## config.mk

```make
export PLATFORM = sky130hd
export DESIGN_NAME = if_id_fetch_stage
export DESIGN_NICKNAME = d
export VERILOG_FILES = /design/src/rtl/if_id_fetch_stage.sv
export SDC_FILE = /design/constraint.sdc
export NUM_CORES = 1
export LEC_CHECK = 0
export ABC_AREA = 1
export CORE_MARGIN = 1.5
export CORE_UTILIZATION = 40
export DETAILED_ROUTE_END_ITERATION = 8
export PLACE_DENSITY = 0.67
export SKIP_LAST_GASP = 1
export SYNTH_ARGS = -nofsm -noshare
export SYNTH_HDL_FRONTEND = slang
export SYNTH_SLANG_ARGS = --single-unit
```

## constraint.sdc

```tcl
create_clock -name CLK -period 2.8 [get_ports CLK]
set_input_delay 0.84 -clock CLK [delete_from_list [all_inputs] [get_ports CLK]]
set_output_delay 0.84 -clock CLK [all_outputs]
set_load 0.02 [all_outputs]
```

## src/rtl/if_id_fetch_stage.sv

```systemverilog
// Instruction-fetch stage and IF/ID pipeline register for the pipelined OTTER MCU.
// Owns the PC and drives instruction-memory port 1, which returns data one cycle
// after the address. It registers each fetched instruction and its PC into the
// ID stage and exposes the opcode/funct3/funct7 fields for the decoder.
//
// Control semantics (one place, read this first):
//   - REDIRECT_VALID is a single-cycle command from EX. It is accepted on the
//     edge where it is high, always, even when STALL is also high. That edge
//     drops every instruction in flight and loads the word-aligned target.
//   - STALL is a level request from the hazard unit. While it is high, with no
//     redirect, the PC, the fetch tracking and the whole ID stage freeze.
//   - RST is synchronous and overrides both of the above.
//   - Memory read timing: the address on IMEM_ADDR while IMEM_RDEN=1 is sampled
//     on an edge, and its word shows up on IMEM_DOUT during the following cycle.
//     While stalled the read is disabled, so the word that was already in flight
//     when the stall began is caught once in a skid buffer and replayed from
//     there when the stage advances again.
module if_id_fetch_stage #(
  parameter logic [31:0] RESET_PC  = 32'h0000_0000,
  parameter logic [31:0] NOP_INSTR = 32'h0000_0013
) (
  input  logic        CLK,
  input  logic        RST,
  input  logic        STALL,
  input  logic        REDIRECT_VALID,
  input  logic [31:0] REDIRECT_PC,
  output logic [31:0] IMEM_ADDR,
  output logic        IMEM_RDEN,
  input  logic [31:0] IMEM_DOUT,
  output logic        ID_VALID,
  output logic [31:0] ID_PC,
  output logic [31:0] ID_PC_PLUS4,
  output logic [31:0] ID_INSTR,
  output logic [6:0]  ID_OPCODE,
  output logic [2:0]  ID_FUNCT3,
  output logic        ID_FUNCT7
);

  // Address being issued to memory this cycle.
  logic [31:0] r_pc;
  // Address issued last cycle; IMEM_DOUT carries its word this cycle.
  logic [31:0] r_f_pc;
  logic        r_f_valid;
  // Skid buffer holding the word that arrived during the first stall cycle.
  logic [31:0] r_hold_instr;
  logic        r_hold_valid;
  // IF/ID pipeline register.
  logic        r_id_valid;
  logic [31:0] r_id_pc;
  logic [31:0] r_id_instr;

  logic [31:0] w_pc_next_seq;
  logic [31:0] w_redirect_target;
  logic [31:0] w_fetched_instr;
  logic        w_advance;
  logic        w_capture_skid;

  // Sequential fetch wraps modulo 2^32 with no overflow indication.
  assign w_pc_next_seq     = r_pc + 32'd4;
  // Misaligned targets are silently word-aligned.
  assign w_redirect_target = {REDIRECT_PC[31:2], 2'b00};
  // Word entering ID on an advance: replay the skid buffer if it holds
  // something, otherwise take the live memory data. A bubble when nothing valid
  // was in flight.
  assign w_fetched_instr   = !r_f_valid   ? NOP_INSTR    :
                             r_hold_valid ? r_hold_instr : IMEM_DOUT;
  assign w_advance         = !REDIRECT_VALID && !STALL;
  // Capture only on the first stall cycle; later cycles see stale memory data.
  assign w_capture_skid    = !REDIRECT_VALID && STALL && r_f_valid && !r_hold_valid;

  // Memory port is driven straight from the PC register.
  assign IMEM_ADDR = r_pc;
  assign IMEM_RDEN = !STALL || REDIRECT_VALID;

  // Decoder-facing fields come from the ID registers only.
  assign ID_VALID    = r_id_valid;
  assign ID_PC       = r_id_pc;
  assign ID_INSTR    = r_id_instr;
  assign ID_PC_PLUS4 = r_id_pc + 32'd4;
  assign ID_OPCODE   = r_id_instr[6:0];
  assign ID_FUNCT3   = r_id_instr[14:12];
  assign ID_FUNCT7   = r_id_instr[30];

  // PC register: reset, redirect target, hold on stall, else next sequential word.
  always_ff @(posedge CLK) begin
    if (RST) begin
      r_pc <= RESET_PC;
    end else if (REDIRECT_VALID) begin
      r_pc <= w_redirect_target;
    end else if (w_advance) begin
      r_pc <= w_pc_next_seq;
    end
  end

  // Fetch tracking: remembers which address the current IMEM_DOUT belongs to.
  always_ff @(posedge CLK) begin
    if (RST) begin
      r_f_pc    <= 32'd0;
      r_f_valid <= 1'b0;
    end else if (REDIRECT_VALID) begin
      // The target was not read yet; the old in-flight word is squashed.
      r_f_valid <= 1'b0;
    end else if (w_advance) begin
      r_f_pc    <= r_pc;
      r_f_valid <= 1'b1;
    end
  end

  // Skid buffer: catch the in-flight word once per stall, drop it on any flow change.
  always_ff @(posedge CLK) begin
    if (RST) begin
      r_hold_instr <= NOP_INSTR;
      r_hold_valid <= 1'b0;
    end else if (REDIRECT_VALID || w_advance) begin
      r_hold_valid <= 1'b0;
    end else if (w_capture_skid) begin
      r_hold_instr <= IMEM_DOUT;
      r_hold_valid <= 1'b1;
    end
  end

  // IF/ID register: bubble on redirect, freeze on stall, else load the fetched word.
  always_ff @(posedge CLK) begin
    if (RST) begin
      r_id_valid <= 1'b0;
      r_id_pc    <= 32'd0;
      r_id_instr <= NOP_INSTR;
    end else if (REDIRECT_VALID) begin
      // ID_PC is left alone; only validity and the instruction are squashed.
      r_id_valid <= 1'b0;
      r_id_instr <= NOP_INSTR;
    end else if (w_advance) begin
      r_id_valid <= r_f_valid;
      r_id_pc    <= r_f_pc;
      r_id_instr <= w_fetched_instr;
    end
  end

endmodule

```

# Word level (Yosys, flattened, before mapping)
# Index checks and enable logic that the tools add are counted.
dict set report classes {
  muxes 4
  n_reduce_logical 14
  n_bitwise 2
  n_addsub 2
}
# cell count
set ops {}
lappend ops {{32-bit two-way mux} 4}
lappend ops {{32-bit by 3-bit adder with 32-bit output, second input constant} 2}
lappend ops {{1-bit logical AND} 4}
lappend ops {{2-bit AND reduction} 2}
lappend ops {{2-bit OR reduction} 2}
lappend ops {{1-bit zero test} 3}
lappend ops {{1-bit logical OR} 2}
lappend ops {{1-bit NOT} 2}
lappend ops {{2-bit nonzero test} 1}
dict set report word_totals {
  word_cells 31
  ff_bits 163
}

# Longest topological paths before layout
dict set report logic_depth {
  depth_word 5
  ltp_mapped 11
  ltp_nobuf 10
}

# Least setup slack after synthesis
# OpenSTA, ideal clock, no wires.
dict set report synth_path {
  path_kind {register -> output}
  from {reg r_id_pc[3] (netlist: ID_PC[3])}
  to {out ID_PC_PLUS4[30]}
  t_arrival_ps 1694
  path_stages_with_launch 8
  slack_ps 266
  path_cell_list {dfxtp_1 > ha_1 > inv_1 > nor2_1 > inv_1 > nor2_1 > nand3b_1 > xor2_1}
}
dict set report synth_between {
  elab_chain_len 1
}
# item line
set synth_lines {}
lappend synth_lines {{start: declaration} 49} ;# logic [31:0] r_id_pc;
lappend synth_lines {{start signal: assignment} 134} ;# r_id_pc <= r_f_pc;
lappend synth_lines {{32-bit by 3-bit adder with 32-bit output} 79} ;# assign ID_PC_PLUS4 = r_id_pc + 32'd4;
lappend synth_lines {{end: declaration} 32} ;# output logic [31:0] ID_PC_PLUS4,
# No other way between the ends.

# Worst setup path after layout
dict set report layout_path {
  from {reg r_id_pc[17] (netlist: ID_PC[17])}
  to {out ID_PC_PLUS4[29]}
}
# Same word-level chain as after synthesis.

==> impl_metrics.ini <==
[status]
run_status = complete, no violations

[power]
ir_worst_vdd_v = 0.000426
pwr_density_cell_mw_per_mm2 = 507
p_leak_nw = 4.54
power_mw = 5.50

[logic_synthesis]
ys.warnings.count = 0
synthTopCellsByArea = dfxtp_1 41%, nand2_1 13%, nor2_1 8.8%
synth-edff-count = 0
ys_top_cells_by_count = 271 x nand2_1, 181 x nor2_1, 157 x dfxtp_1
ys_seq_area_share_pct = 40.9
synthesis.instances = 1145
synth.distinct_cells = 36
synthArstFlopShare_pct = 0
ys_dominant_reg_cell = dfxtp_1
synth_top_area_share_pct = 40.9
netlist_area_mm2 = 0.00768
synth_top_area_cell = dfxtp_1
synth_seq_cells = 157
syn_avg_cell_area_um2 = 6.71
yosysMostFrequentCell = nand2_1

[cts]
cts_buffer_depth = 2
clock-root-buffer = clkbuf_16
post_cts_buffers = 0
cts_tree = yes
cts_buffers = 17
clk_latency_ps = 420
h-tree-depth = 4
cts_sinks = 157
clk_pin_slew_ps = 60

[timing]
fin_hold_ws_ps = 464
finalSetupViolCount = 0
period_needed_ps = 2750
slew-limit-headroom_pct = 53.1
rsz0062_at_grt = yes
tns_ps = 0
finClkSkew_ps = 9.31
maxSlewViolCount = 0
hold_viol = 0
worst_slew_pin_slew_ps = 698
fin_crit_sh_pct = 98.3
timing.fmax_mhz = 363

[cells_and_area]
syn_to_final_growth_pct = 41.4
drive_above_1_share_pct = 12.3
fin_area_mm2 = 0.0109
nNetsFinal = 1436
fill_cells = 1758
antenna_cells = 0
final_util_pct = 57.9

[critical_path]
crit_family = simple AND/OR/NAND/NOR gates
crit_chain = nand2_1 > nor4_1 > nand3_1 > xnor2_1 > dlygate4sd2_1
start_kind = flop
crit_path_end_kind = output pin
r2r_cells = 10
critPathArrivalTime_ps = 1910
r2r_slack_ps = 720
crit_slowest_cell = dfxtp_1
cp_max_fo = 4
cp_num_buf_inv = 1
reg2reg_from = IMEM_ADDR[3]
cp.required_ps = 1960
r2r-end = IMEM_ADDR[30]
max_stage_delay_ps = 370
critical_path_class = reg2out

[drt]
dr.pass1.iters = 7
drt-wirelength-per-cell_um = 14.4
drt_iter0_drc = 636
via_count = 7936
drt-vias-per-instance = 4.92
antenna_left = 0
finalWirelength_um = 23200
drt_drc_violations_left = 0

[placed_design]
dpl_cell_area_mm2 = 0.0102
port_buffers = 200
dp_hpwl_um = 16600
gp_congestion = 0.908

[global_routing]
grt_pass1_vias = 7045
grt_overflow_total = 0
grt_max_degree = 65
grt_pass1_wl_um = 36100
grt_usage_pct = 22.7
grt_antenna_before_repair = 0

[floorplanning]
rows = 50
die_area_mm2 = 0.0200
core_mm2 = 0.0188
dieWidth_um = 142
die_h_um = 142
ios = 209
start_util_pct = 40.9

[job]
max_cap_viol_count = 0

[hold_path]
min_from = r_f_pc[13]
hold_path_depth = 2
hold_path.class = reg2reg
min_to = r_f_pc[13]
[worst max-delay path by stage]
stage | startpoint | depth (start not counted) | endpoint | slack [ps]
2_1_floorplan | ID_PC[3] | 7 | ID_PC_PLUS4[30] | 270
3_3_place_gp | STALL | 3 | IMEM_RDEN | -120
3_5_place_dp | STALL | 3 | IMEM_RDEN | -120
4_1_cts | ID_PC[6] | 6 | ID_PC_PLUS4[22] | -190
5_1_grt | ID_PC[17] | 5 | ID_PC_PLUS4[29] | -60
6_report | ID_PC[17] | 5 | ID_PC_PLUS4[29] | 50
[cell usage in the layout (no fill, tap or decap), types with 4 or more instances in the layout]
master	Yosys	final
buf_2	23	9
clkinv_2	0	5
nand2_2	1	5
clkbuf_2	0	5
nor3_2	1	5
dfxtp_1	157	142
nor2_2	4	11
nand2_1	271	267
o21ai_0	95	95
nand3_1	63	63
nand4_1	10	10
dlygate4sd2_1	0	7
nor2_1	181	171
clkbuf_16	0	17
a22o_1	4	4
nand3b_1	6	6
nor2_4	2	5
inv_1	119	119
buf_4	17	67
conb_1	1	6
xor2_1	17	17
xnor2_1	10	9
dfxtp_2	0	13
buf_12	0	6
a21oi_1	54	54
a211oi_1	32	32
nor3_1	22	17
clkdlybuf4s50_1	0	172
[power breakdown]
part	internal [mW]	total (mW)	leakage, nW	switching, mW
Combinational	0.357	0.787	2.96	0.430
Clock	1.36	2.29	0.289	0.932
Sequential	2.33	2.42	1.29	0.0951
[cell type report]
cell class              instances  area, µm²  area share (%)
clock buffers                  19        453            4.17
multi-input cells             797       3810            35.1
clock inverters                13        139            1.28
repair buffers                271       2530            23.3
inverters                     122        459            4.23
well taps                     234        293            2.70
flip-flops and latches        157       3170            29.2
[routing by layer]
metal,GRT usage [%],vias to the layer above,part of all wire [%]
met5,0,-,0
met4,6.19,0,1.3
met3,4.25,23,6.5
met2,35.7,302,45
met1,32.0,3521,47
li1,-,4090,-
[cell families (layout without fill, tap and decap cells)]
kind of cell	count (synthesis)	count (layout)	synth area share, %
fa+ha+maj	2	2	0.326
simple gates	567	567	30.6
other cells	1	6	0.0488
buf+inv	196	425	10.8
flops	157	157	40.9
xor+xnor	27	27	3.08
compound gates	195	195	14.2
[per-stage QoR]
stage / cells / setup WS (ps)
floorplan: 1150 / 266
global placement: 1581 / -119
detailed placement: 1581 / -123
CTS: 1613 / -192
global route: 1613 / -61.2
finish: 1613 / 47.0
[sequential cells by signal, summed over array words and instances, names as in the netlist]
| name | flops |
|---|---|
| ID_INSTR | 32 |
| r_hold_instr | 32 |
| ID_PC | 30 |
| IMEM_ADDR | 30 |
| r_f_pc | 30 |
| ID_VALID | 1 |
| r_f_valid | 1 |
| r_hold_valid | 1 |
[repair_timing]
action                                  CTS  global route
gates cloned                              0             0
endpoints found under the hold margin     0             0
hold buffers                              0             0
endpoints found under the setup margin   28            22
pin swaps                                 2             5
gates resized for setup                  73            47
[worst reg2reg max path, stage by stage, from the launching register on]
cell and delay, ps:
dfxtp_1 520, ha_1 260, nand2_1 90, nor2_1 250, nand3_1 170, nor2_1 320
nand3_1 110, nand2_1 80, nand3_1 60, nand2_1 70, inv_1 40
(Power assumes the default switching activity.)
